**src/rtl/io_cfg_pkg.sv**
```systemverilog
// -----------------------------------------------------------------------------
// io_cfg_pkg
// Shared definitions for the I/O configuration loader: FSM state codes, the
// frame sync byte, the layout of a pad configuration entry and TSMUX codes.
// No ports (package).
// -----------------------------------------------------------------------------
package io_cfg_pkg;

  // Frame delimiter expected as the first byte of every frame
  localparam logic [7:0] SYNC_BYTE = 8'hA5;

  // FSM state codes (plain constants so older tools can share them)
  localparam logic [2:0] ST_IDLE   = 3'd0;
  localparam logic [2:0] ST_SYNC   = 3'd1;
  localparam logic [2:0] ST_COUNT  = 3'd2;
  localparam logic [2:0] ST_ADDR   = 3'd3;
  localparam logic [2:0] ST_DATA   = 3'd4;
  localparam logic [2:0] ST_CSUM   = 3'd5;
  localparam logic [2:0] ST_COMMIT = 3'd6;
  localparam logic [2:0] ST_ERROR  = 3'd7;

  // Field positions inside a CFG byte; bits [7:3] carry no meaning
  localparam int CFG_TSMUX_LSB  = 0;
  localparam int CFG_TSMUX_MSB  = 1;
  localparam int CFG_DORREG_BIT = 2;
  localparam int CFG_W          = 3;

  // TSMUX encodings seen by a pad
  typedef enum logic [1:0] {
    TSMUX_TRISTATE = 2'b00,
    TSMUX_TS_GATED = 2'b01,
    TSMUX_DRIVE    = 2'b10,
    TSMUX_DRIVE_B  = 2'b11
  } tsmux_e;

  // One pad's configuration, packed in CFG-byte order {DORREG, TSMUX[1:0]}
  typedef struct packed {
    logic       dorreg;
    logic [1:0] tsmux;
  } pad_cfg_t;

endpackage

```
**src/rtl/io_cfg_shadow.sv**
```systemverilog
// -----------------------------------------------------------------------------
// io_cfg_shadow
// Shadow and active register banks, NUM_IO entries of 3 bits each. The shadow
// bank collects a frame's writes; commit copies the whole shadow bank into the
// active bank in one edge, so the pads never see a half-written frame.
// Ports:
//   i_clk, i_rst      clock, asynchronous active-high reset
//   i_load            shadow <= active (start of a new frame)
//   i_wr_en/addr/data indexed write into the shadow bank
//   i_commit          active <= shadow for every pad
//   o_tsmux, o_dorreg active configuration driven to the pads
// -----------------------------------------------------------------------------
module io_cfg_shadow
  import io_cfg_pkg::*;
#(
  parameter int NUM_IO = 44,
  parameter int ADDR_W = 6
) (
  input  logic                  i_clk,
  input  logic                  i_rst,
  input  logic                  i_load,
  input  logic                  i_wr_en,
  input  logic [ADDR_W-1:0]     i_wr_addr,
  input  pad_cfg_t              i_wr_data,
  input  logic                  i_commit,
  output logic [2*NUM_IO-1:0]   o_tsmux,
  output logic [NUM_IO-1:0]     o_dorreg
);

  pad_cfg_t r_shadow [NUM_IO];
  pad_cfg_t r_active [NUM_IO];

  // Shadow/active bank update: load, indexed write, atomic commit
  always_ff @(posedge i_clk or posedge i_rst) begin
    if (i_rst) begin
      for (int i = 0; i < NUM_IO; i++) begin
        r_shadow[i] <= '0;
        r_active[i] <= '0;
      end
    end else begin
      for (int i = 0; i < NUM_IO; i++) begin
        if (i_load) begin
          r_shadow[i] <= r_active[i];
        end else if (i_wr_en && (i_wr_addr == ADDR_W'(i))) begin
          r_shadow[i] <= i_wr_data;
        end else begin
          r_shadow[i] <= r_shadow[i];
        end
        if (i_commit) begin
          r_active[i] <= r_shadow[i];
        end else begin
          r_active[i] <= r_active[i];
        end
      end
    end
  end

  // Flatten the active bank onto the pad buses
  always_comb begin
    o_tsmux  = '0;
    o_dorreg = '0;
    for (int i = 0; i < NUM_IO; i++) begin
      o_tsmux[2*i +: 2] = r_active[i].tsmux;
      o_dorreg[i]       = r_active[i].dorreg;
    end
  end

endmodule

```
**src/rtl/io_cfg_loader.sv**
```systemverilog
// -----------------------------------------------------------------------------
// io_cfg_loader
// Receives a framed byte stream (SYNC, COUNT, COUNT x {ADDR, CFG}) over a
// valid/ready port and configures TSMUX/DORREG of NUM_IO pads. Writes go to a
// shadow bank and are committed atomically only if the whole frame validates;
// a bad frame parks the FSM in ERROR and leaves the pads untouched.
// Optional build macro IOCFG_CHECKSUM_EN: adds a trailing checksum byte that
// must equal the XOR of COUNT and all ADDR/CFG bytes.
// Ports:
//   i_clk, i_rst         clock, asynchronous active-high reset
//   i_start              one-cycle pulse, begins a frame from IDLE/ERROR
//   i_cfg_data/valid     byte stream input
//   o_cfg_ready          loader accepts a byte this cycle
//   o_busy               frame in progress (SYNC..COMMIT)
//   o_done               one-cycle pulse during COMMIT
//   o_err                sticky frame error, cleared by i_start
//   o_tsmux, o_dorreg    per-pad configuration outputs
// -----------------------------------------------------------------------------
module io_cfg_loader
  import io_cfg_pkg::*;
#(
  parameter int NUM_IO = 44,
  parameter int ADDR_W = 6
) (
  input  logic                  i_clk,
  input  logic                  i_rst,
  input  logic                  i_start,
  input  logic [7:0]            i_cfg_data,
  input  logic                  i_cfg_valid,
  output logic                  o_cfg_ready,
  output logic                  o_busy,
  output logic                  o_done,
  output logic                  o_err,
  output logic [2*NUM_IO-1:0]   o_tsmux,
  output logic [NUM_IO-1:0]     o_dorreg
);

  localparam logic [7:0] NUM_IO_B = 8'(NUM_IO);

  logic [2:0]        r_state;
  logic [7:0]        r_cnt;
  logic [ADDR_W-1:0] r_addr;
  logic              r_ready;
  logic              r_busy;
  logic              r_done;
  logic              r_err;
`ifdef IOCFG_CHECKSUM_EN
  logic [7:0]        r_csum;
`endif

  logic [2:0]        w_next;
  logic              w_xfer;
  logic              w_load;
  logic              w_wr_en;
  logic              w_commit;
  pad_cfg_t          w_cfg;

  assign w_xfer   = i_cfg_valid & r_ready;
  assign w_load   = i_start & ((r_state == ST_IDLE) | (r_state == ST_ERROR));
  assign w_wr_en  = w_xfer & (r_state == ST_DATA);
  assign w_commit = (r_state == ST_COMMIT);
  assign w_cfg    = pad_cfg_t'(i_cfg_data[CFG_W-1:0]);

  // Next-state logic; every byte-consuming state waits for a transfer
  always_comb begin
    w_next = r_state;
    case (r_state)
      ST_IDLE, ST_ERROR: begin
        if (i_start) begin
          w_next = ST_SYNC;
        end else begin
          w_next = r_state;
        end
      end
      ST_SYNC: begin
        if (w_xfer) begin
          w_next = (i_cfg_data == SYNC_BYTE) ? ST_COUNT : ST_ERROR;
        end else begin
          w_next = ST_SYNC;
        end
      end
      ST_COUNT: begin
        if (w_xfer) begin
          if ((i_cfg_data == 8'd0) || (i_cfg_data > NUM_IO_B)) begin
            w_next = ST_ERROR;
          end else begin
            w_next = ST_ADDR;
          end
        end else begin
          w_next = ST_COUNT;
        end
      end
      ST_ADDR: begin
        if (w_xfer) begin
          w_next = (i_cfg_data >= NUM_IO_B) ? ST_ERROR : ST_DATA;
        end else begin
          w_next = ST_ADDR;
        end
      end
      ST_DATA: begin
        if (w_xfer) begin
          // r_cnt still holds the pre-decrement value: 1 means this is the last entry
          if (r_cnt == 8'd1) begin
`ifdef IOCFG_CHECKSUM_EN
            w_next = ST_CSUM;
`else
            w_next = ST_COMMIT;
`endif
          end else begin
            w_next = ST_ADDR;
          end
        end else begin
          w_next = ST_DATA;
        end
      end
`ifdef IOCFG_CHECKSUM_EN
      ST_CSUM: begin
        if (w_xfer) begin
          w_next = (i_cfg_data == r_csum) ? ST_COMMIT : ST_ERROR;
        end else begin
          w_next = ST_CSUM;
        end
      end
`endif
      ST_COMMIT: begin
        w_next = ST_IDLE;
      end
      default: begin
        w_next = ST_IDLE;
      end
    endcase
  end

  // State, entry counter and latched pad address
  always_ff @(posedge i_clk or posedge i_rst) begin
    if (i_rst) begin
      r_state <= ST_IDLE;
      r_cnt   <= 8'd0;
      r_addr  <= '0;
    end else begin
      r_state <= w_next;
      if (w_xfer && (r_state == ST_COUNT)) begin
        r_cnt <= i_cfg_data;
      end else if (w_wr_en) begin
        r_cnt <= r_cnt - 8'd1;
      end else begin
        r_cnt <= r_cnt;
      end
      if (w_xfer && (r_state == ST_ADDR)) begin
        r_addr <= i_cfg_data[ADDR_W-1:0];
      end else begin
        r_addr <= r_addr;
      end
    end
  end

`ifdef IOCFG_CHECKSUM_EN
  // Running XOR over COUNT and every ADDR/CFG byte of the frame
  always_ff @(posedge i_clk or posedge i_rst) begin
    if (i_rst) begin
      r_csum <= 8'd0;
    end else if (w_xfer && (r_state == ST_COUNT)) begin
      r_csum <= i_cfg_data;
    end else if (w_xfer && ((r_state == ST_ADDR) || (r_state == ST_DATA))) begin
      r_csum <= r_csum ^ i_cfg_data;
    end else begin
      r_csum <= r_csum;
    end
  end
`endif

  // Status outputs registered from the next state so they align with r_state
  always_ff @(posedge i_clk or posedge i_rst) begin
    if (i_rst) begin
      r_ready <= 1'b0;
      r_busy  <= 1'b0;
      r_done  <= 1'b0;
      r_err   <= 1'b0;
    end else begin
      r_ready <= (w_next inside {ST_SYNC, ST_COUNT, ST_ADDR, ST_DATA, ST_CSUM});
      r_busy  <= (w_next inside {ST_SYNC, ST_COUNT, ST_ADDR, ST_DATA, ST_CSUM, ST_COMMIT});
      r_done  <= (w_next == ST_COMMIT);
      r_err   <= (w_next == ST_ERROR);
    end
  end

  assign o_cfg_ready = r_ready;
  assign o_busy      = r_busy;
  assign o_done      = r_done;
  assign o_err       = r_err;

  io_cfg_shadow #(
    .NUM_IO (NUM_IO),
    .ADDR_W (ADDR_W)
  ) u_shadow (
    .i_clk     (i_clk),
    .i_rst     (i_rst),
    .i_load    (w_load),
    .i_wr_en   (w_wr_en),
    .i_wr_addr (r_addr),
    .i_wr_data (w_cfg),
    .i_commit  (w_commit),
    .o_tsmux   (o_tsmux),
    .o_dorreg  (o_dorreg)
  );

endmodule

```
**config.mk**
```make
export PLATFORM = sky130hd
export DESIGN_NAME = io_cfg_loader
export DESIGN_NICKNAME = d
export VERILOG_FILES = /design/src/rtl/io_cfg_pkg.sv /design/src/rtl/io_cfg_shadow.sv /design/src/rtl/io_cfg_loader.sv
export SDC_FILE = /design/constraint.sdc
export NUM_CORES = 1
export LEC_CHECK = 0
export BUFFER_PORTS_ARGS = -buffer_cell sky130_fd_sc_hd__buf_2
export CORE_UTILIZATION = 42
export DETAILED_ROUTE_END_ITERATION = 8
export HOLD_SLACK_MARGIN = 0.08
export SYNTH_ARGS = -nofsm -noshare
export SYNTH_HDL_FRONTEND = slang
export SYNTH_HIERARCHICAL = 1
export SYNTH_SLANG_ARGS = --single-unit
```
**constraint.sdc**
```tcl
create_clock -name i_clk -period 10.8 [get_ports i_clk]
set_input_delay 1.08 -clock i_clk [delete_from_list [all_inputs] [get_ports i_clk]]
set_output_delay 1.08 -clock i_clk [all_outputs]
set_load 0.02 [all_outputs]
```
Word-level counts from Yosys, hierarchy flattened
Index checks and enable logic that the tools add are counted.
{ "word_totals": {"ff_bits": 285, "in_bits": 12, "output_inout_bits": 136, "word_cells": 446} }
{ "classes": {"n_addsub": 1, "magnitude_cmp": 2, "n_eq_ne": 58, "mux": 100, "bitwise_logic": 4, "n_reduce_logical": 98} }
{ "op_table": {"columns": ["cell", "count"], "rows": [
  ["3-bit 2-to-1 mux", 96],
  ["6-bit by 5-bit == test with 1-bit output (second input constant)", 16],
  ["2-bit nonzero test", 45],
  ["6-bit == test (second input constant)", 12],
  ["6-bit by 4-bit == test with 1-bit output (second input constant)", 8],
  ["1-bit logical AND", 46],
  ["6-bit by 3-bit == test with 1-bit output (second input constant)", 4],
  ["3-bit == test (second input constant)", 7],
  ["8-bit 2-to-1 mux", 2],
  ["3-bit case mux with 5 select lines", 1],
  ["3-bit by 2-bit == test with 1-bit output (second input constant)", 4],
  ["6-bit by 2-bit == test with 1-bit output (second input constant)", 2],
  ["8-bit by 1-bit == test with 1-bit output (second input constant)", 1],
  ["8-bit == test (second input constant)", 1],
  ["8-bit by 6-bit greater-or-equal comparator with 1-bit output (second input constant)", 1],
  ["8-bit by 6-bit greater-than comparator with 1-bit output (second input constant)", 1],
  ["8-bit logical NOT", 1],
  ["8-bit by 1-bit subtractor with 8-bit output (second input constant)", 1],
  ["3-bit by 1-bit == test with 1-bit output (second input constant)", 2],
  ["6-bit by 1-bit == test with 1-bit output (second input constant)", 1],
  ["6-bit logical NOT", 1],
  ["6-bit nonzero test", 1],
  ["5-bit nonzero test", 1],
  ["1-bit bitwise AND", 3],
  ["other kinds (5)", 5]
]} }

Longest topological paths before layout
{ "logic_depth": {"ltp_word": 7, "mapped_depth": 9, "ltp_nobuf": 6} }

Hierarchy
The synthesis kept the hierarchy.
{ "by_module_without_submodules": {"columns": ["mod", "instances", "cells_per_inst", "area_each_um2", "seq_area_each_um2"], "rows": [
  ["io_cfg_shadow", 1, 1069, 11946.5, 6606.3],
  ["io_cfg_loader", 1, 127, 1208.7, 525.5]
]} }

Least setup slack after synthesis
No wires, ideal clock.
{ "synth_timing": {"path_kind": "input to register", "start": "input port i_cfg_valid", "end": "register u_shadow/r_shadow[97] (netlist name)", "setup_ps": 126, "t_arrival_ps": 2535, "t_required_ps": 10674, "path_slack_ps": 8139, "path_stages": 8, "path_buffers": 3, "cell_sequence": "buf_2 > nand3_1 > inv_2 > or3b_1 > buf_2 > clkbuf_1 > o21ai_0 > a21oi_1"} }
{ "synth_via": {"elab_chain_len": 4} }
{ "synth_rtl": {"columns": ["item", "line", "rtl"], "rows": [
  ["from (decl)", "io_cfg_loader.sv:29", "input logic i_cfg_valid,"],
  ["1-bit bitwise AND", "io_cfg_loader.sv:58", "assign w_xfer = i_cfg_valid & r_ready;"],
  ["1-bit bitwise AND", "io_cfg_loader.sv:60", "assign w_wr_en = w_xfer & (r_state == ST_DATA);"],
  ["via w_wr_en", "io_cfg_loader.sv:54", "logic w_wr_en;"],
  ["1-bit logical AND", "io_cfg_shadow.sv:44", "end else if (i_wr_en && (i_wr_addr == ADDR_W'(i))) begin"],
  ["2-bit nonzero test (no source line)", null, null],
  ["to (signal, indexed assignment)", "io_cfg_shadow.sv:43", "r_shadow[i] <= r_active[i];"],
  ["to (signal, indexed assignment)", "io_cfg_shadow.sv:45", "r_shadow[i] <= i_wr_data;"],
  ["to (signal, indexed assignment)", "io_cfg_shadow.sv:47", "r_shadow[i] <= r_shadow[i];"],
  ["to (decl)", "io_cfg_shadow.sv:30", "pad_cfg_t r_shadow [NUM_IO];"]
]} }
The timed path passes the listed nets, and every way through them passes these cells.
A chain may end at the register's enable or synchronous reset.

Worst setup path in the final report
{ "layout_timing": {"start": "register r_state[1]", "end": "register u_shadow/r_shadow[7] (netlist name)"} }
{ "layout_via": {"elab_chain_len": 4, "word_cells_on_any_way": 9, "cone_classes": "eq/ne: 2; mux: 1; bitwise: 3; reduce/logical: 3"} }
{ "layout_rtl": {"columns": ["item", "line", "rtl"], "rows": [
  ["from (decl)", "io_cfg_loader.sv:40", "logic [2:0] r_state;"],
  ["from (signal assigned)", "io_cfg_loader.sv:141", "r_state <= w_next;"],
  ["3-bit == test or 3-bit logical NOT (tied branches)", "io_cfg_loader.sv:59", "assign w_load = i_start & ((r_state == ST_IDLE) | (r_state == ST_ERROR));"],
  ["1-bit OR (*)", "io_cfg_loader.sv:59", null],
  ["1-bit bitwise AND (*)", "io_cfg_loader.sv:59", null],
  ["via w_load", "io_cfg_loader.sv:53", "logic w_load;"],
  ["3-bit 2-to-1 mux or 2-bit nonzero test (tied branches)", null, null]
]} }
Mark *: on every way through the listed nets, which the timed path passes. The rest lies on a longest branch.

==> run metrics <==
Commonest cells post-synth=dfrtp_1, a21oi_1, mux2_2, nor2b_1, o21ai_0; grt ovf=0; TNS Setup=0 ns; routed length per placed instance=20.8 µm; Post-DP Area=14000 µm²; clock tree root driver cell=clkbuf_16; vias in the first global route=9246; initial core utilization=42.9%; startpoint types=flop; post-CTS resize count=0; Post-Syn Instances=1196; Tmin final=4.02 ns; Final Max Tran Viols=0; post-route ant nets=0; # rows=64; drt first pass iters=5; FF+latch count, synth=285; total CTS buffers=31; Design Area, Final=15000 µm²; ys async rst share=100%; H-tree levels=1; clock skew=0.0167 ns; Synth area leaders=dfrtp_1, mux2_2, a21oi_1, nor2b_1, o21ai_0; Seq/Total Area, Yosys=54.2%; global-route wire length before repair=55300 µm; worst-path cell chain=nor3_1 > nor2_1 > nor2_4 > buf_4 > buf_4 > nor2b_1 > a21oi_1; Yosys top cell area share=54.2%; most common cell in the netlist=dfrtp_1; Reg clk slew, reported paths=0.06 ns; hold buffer count at CTS=0; slew margin rel.=18.6%; status=finished, final reports clean; wirelength, routed=35400 µm; CP top delay family=buffers and inverters; worst vdd ir=0.000162 V; PD cells=334 nW/µm²; nets@finish=1301; Worst setup EP type=flop; routed vias=9651; GRT Overall Usage=22.2%; syn_area_per_cell=11.0 µm²; syn nets=1210; final setup fails=0; Iter 0 DRT Violations=626; CTS tree=yes; Hold Path Class=reg2reg; buffer and inverter count on the worst path=2; Max clock buf depth=3; core area=30700 µm²; dpl hpwl=21400 µm; Top FF cell, synth=dfrtp_1; diodes inserted=0; WP data arrival=4.46 ns; RSZ-0062 raised after global routing=false; Leak=6.22 nW; Critical Path RT=11.24 ns; initial antenna violation count=1; max-cap viol count=0; Cell Area, Synth=13200 µm²; yosys warns=6; Tcrit/Tclk final=37.2%; die width=179 µm; CP Class=reg2reg; Post-synth EDFFs=0; Final Hold Viols=0; CP max FO=112; share of post-route cells with drive strength above 1=28.3%; leading area contributor after synthesis=dfrtp_1; f_max=0.249 GHz; vias per cell=5.66; worst-margin pin slew=1.22 ns; Slowest-stage cell, CP=buf_4; final RePlAce weighted congestion=0.782; residual DRC count=0; CP peak stage delay=0.90 ns; die area=32000 µm²; largest net degree at the start of global routing=150; IO Pins=148; # clock sinks=285; IO buf count=147; Post-CTS Setup Bufs=0; Yosys cell types=60; Die Y=179 µm; Skew-Pair Late Insertion Delay=0.56 ns; Area growth, synth to finish=14.2%; Top cell by count, worst path=buf_4
-- placed cells by master (no fill, tap or decap), types with 4 or more instances in the layout --
master     count
nor4b_4        4
buf_4         15
nand3_1        5
o21ai_1       23
and4bb_2       7
mux2_2       138
clkbuf_16     31
clkbuf_8       8
nand4bb_1      6
and4b_1       10
inv_1          5
dfrtp_1      285
clkbuf_1       8
nand4b_1       4
o211ai_1       4
o21ai_0      115
nor3_1         4
or4_1          4
a21oi_1      266
buf_2        147
nand3b_1       6
nand2_1        9
nor3b_1        4
nor2_1         9
nor2b_1      133
a31oi_1        5
-- flip-flops by register name (all words and copies together) (netlist names) --
name and count:
u_shadow/r_shadow 132, o_busy 1, o_cfg_ready 1, o_err 1, u_shadow/o_dorreg 44, u_shadow/o_tsmux 88
r_addr 6, o_done 1, r_state 3, r_cnt 8
-- final cells by class --
cell class              instances  area [µm²]
fillers                      2746       15600
flip-flops and latches        285        7130
multi-input cells             800        5480
clock buffers                  47         916
repair buffers                162         848
well taps                     396         495
clock inverters                 8         123
inverters                       7        33.8
-- path summary, 6_finish.rpt --
check | startpoint | end | slack [ns] | cells past startpoint
min in group asynchronous | i_rst | r_cnt[4] | 0.73 | 2
max in group asynchronous | i_rst | u_shadow/o_tsmux[21] | 8.63 | 3
max | r_state[1] | u_shadow/r_shadow[7] | 6.78 | 7
min reg2reg | u_shadow/r_shadow[14] | u_shadow/o_dorreg[39] | 0.49 | 1
max reg2reg | r_state[1] | u_shadow/r_shadow[7] | 6.78 | 7
min | u_shadow/r_shadow[14] | u_shadow/o_dorreg[39] | 0.49 | 1
-- power breakdown --
group          total [mW]  switching (mW)  internal, mW
sequential           2.03           0.404          1.62
combinational        1.92            1.12         0.799
clock                1.08           0.426         0.651
total                5.02            1.95          3.07
-- stage by stage --
step / hold WS [ns] / utilization [%] / std cells / worst slack, ns / total power, mW
finish: 0.494 / 49.0 / 1705 / 6.78 / 5.02
CTS: 0.496 / 49.0 / 1705 / 6.86 / 5.06
global placement: 0.478 / 45.6 / 1650 / 6.58 / 3.91
detailed placement: 0.480 / 45.6 / 1650 / 6.50 / 3.97
floorplan: 0.473 / - / 1196 / 2.45 / 3.36
global route: 0.509 / 49.0 / 1705 / 6.39 / 5.36
-- metal layers --
| metal | global-route usage (%) | wire [µm] | vias to the layer above |
|---|---|---|---|
| met4 | 4.56 | 525 | 0 |
| met2 | 34.8 | 16300 | 235 |
| met1 | 32.4 | 16700 | 4891 |
| met3 | 3.39 | 1800 | 37 |
| li1 | - | - | 4488 |
| met5 | 0 | 0 | - |
-- cells by family after synthesis --
| logic type | Yosys count | share of synthesized area, % |
|---|---|---|
| adder cells (fa/ha/maj) | 2 | 0.190 |
| multiplexers | 139 | 11.9 |
| AND/OR/NAND/NOR | 234 | 12.8 |
| flip-flops | 285 | 54.2 |
| AO/OA/AOI/OAI | 425 | 16.7 |
| buffers and inverters | 111 | 4.24 |
Note: power is estimated with default switching activity, not from simulation.
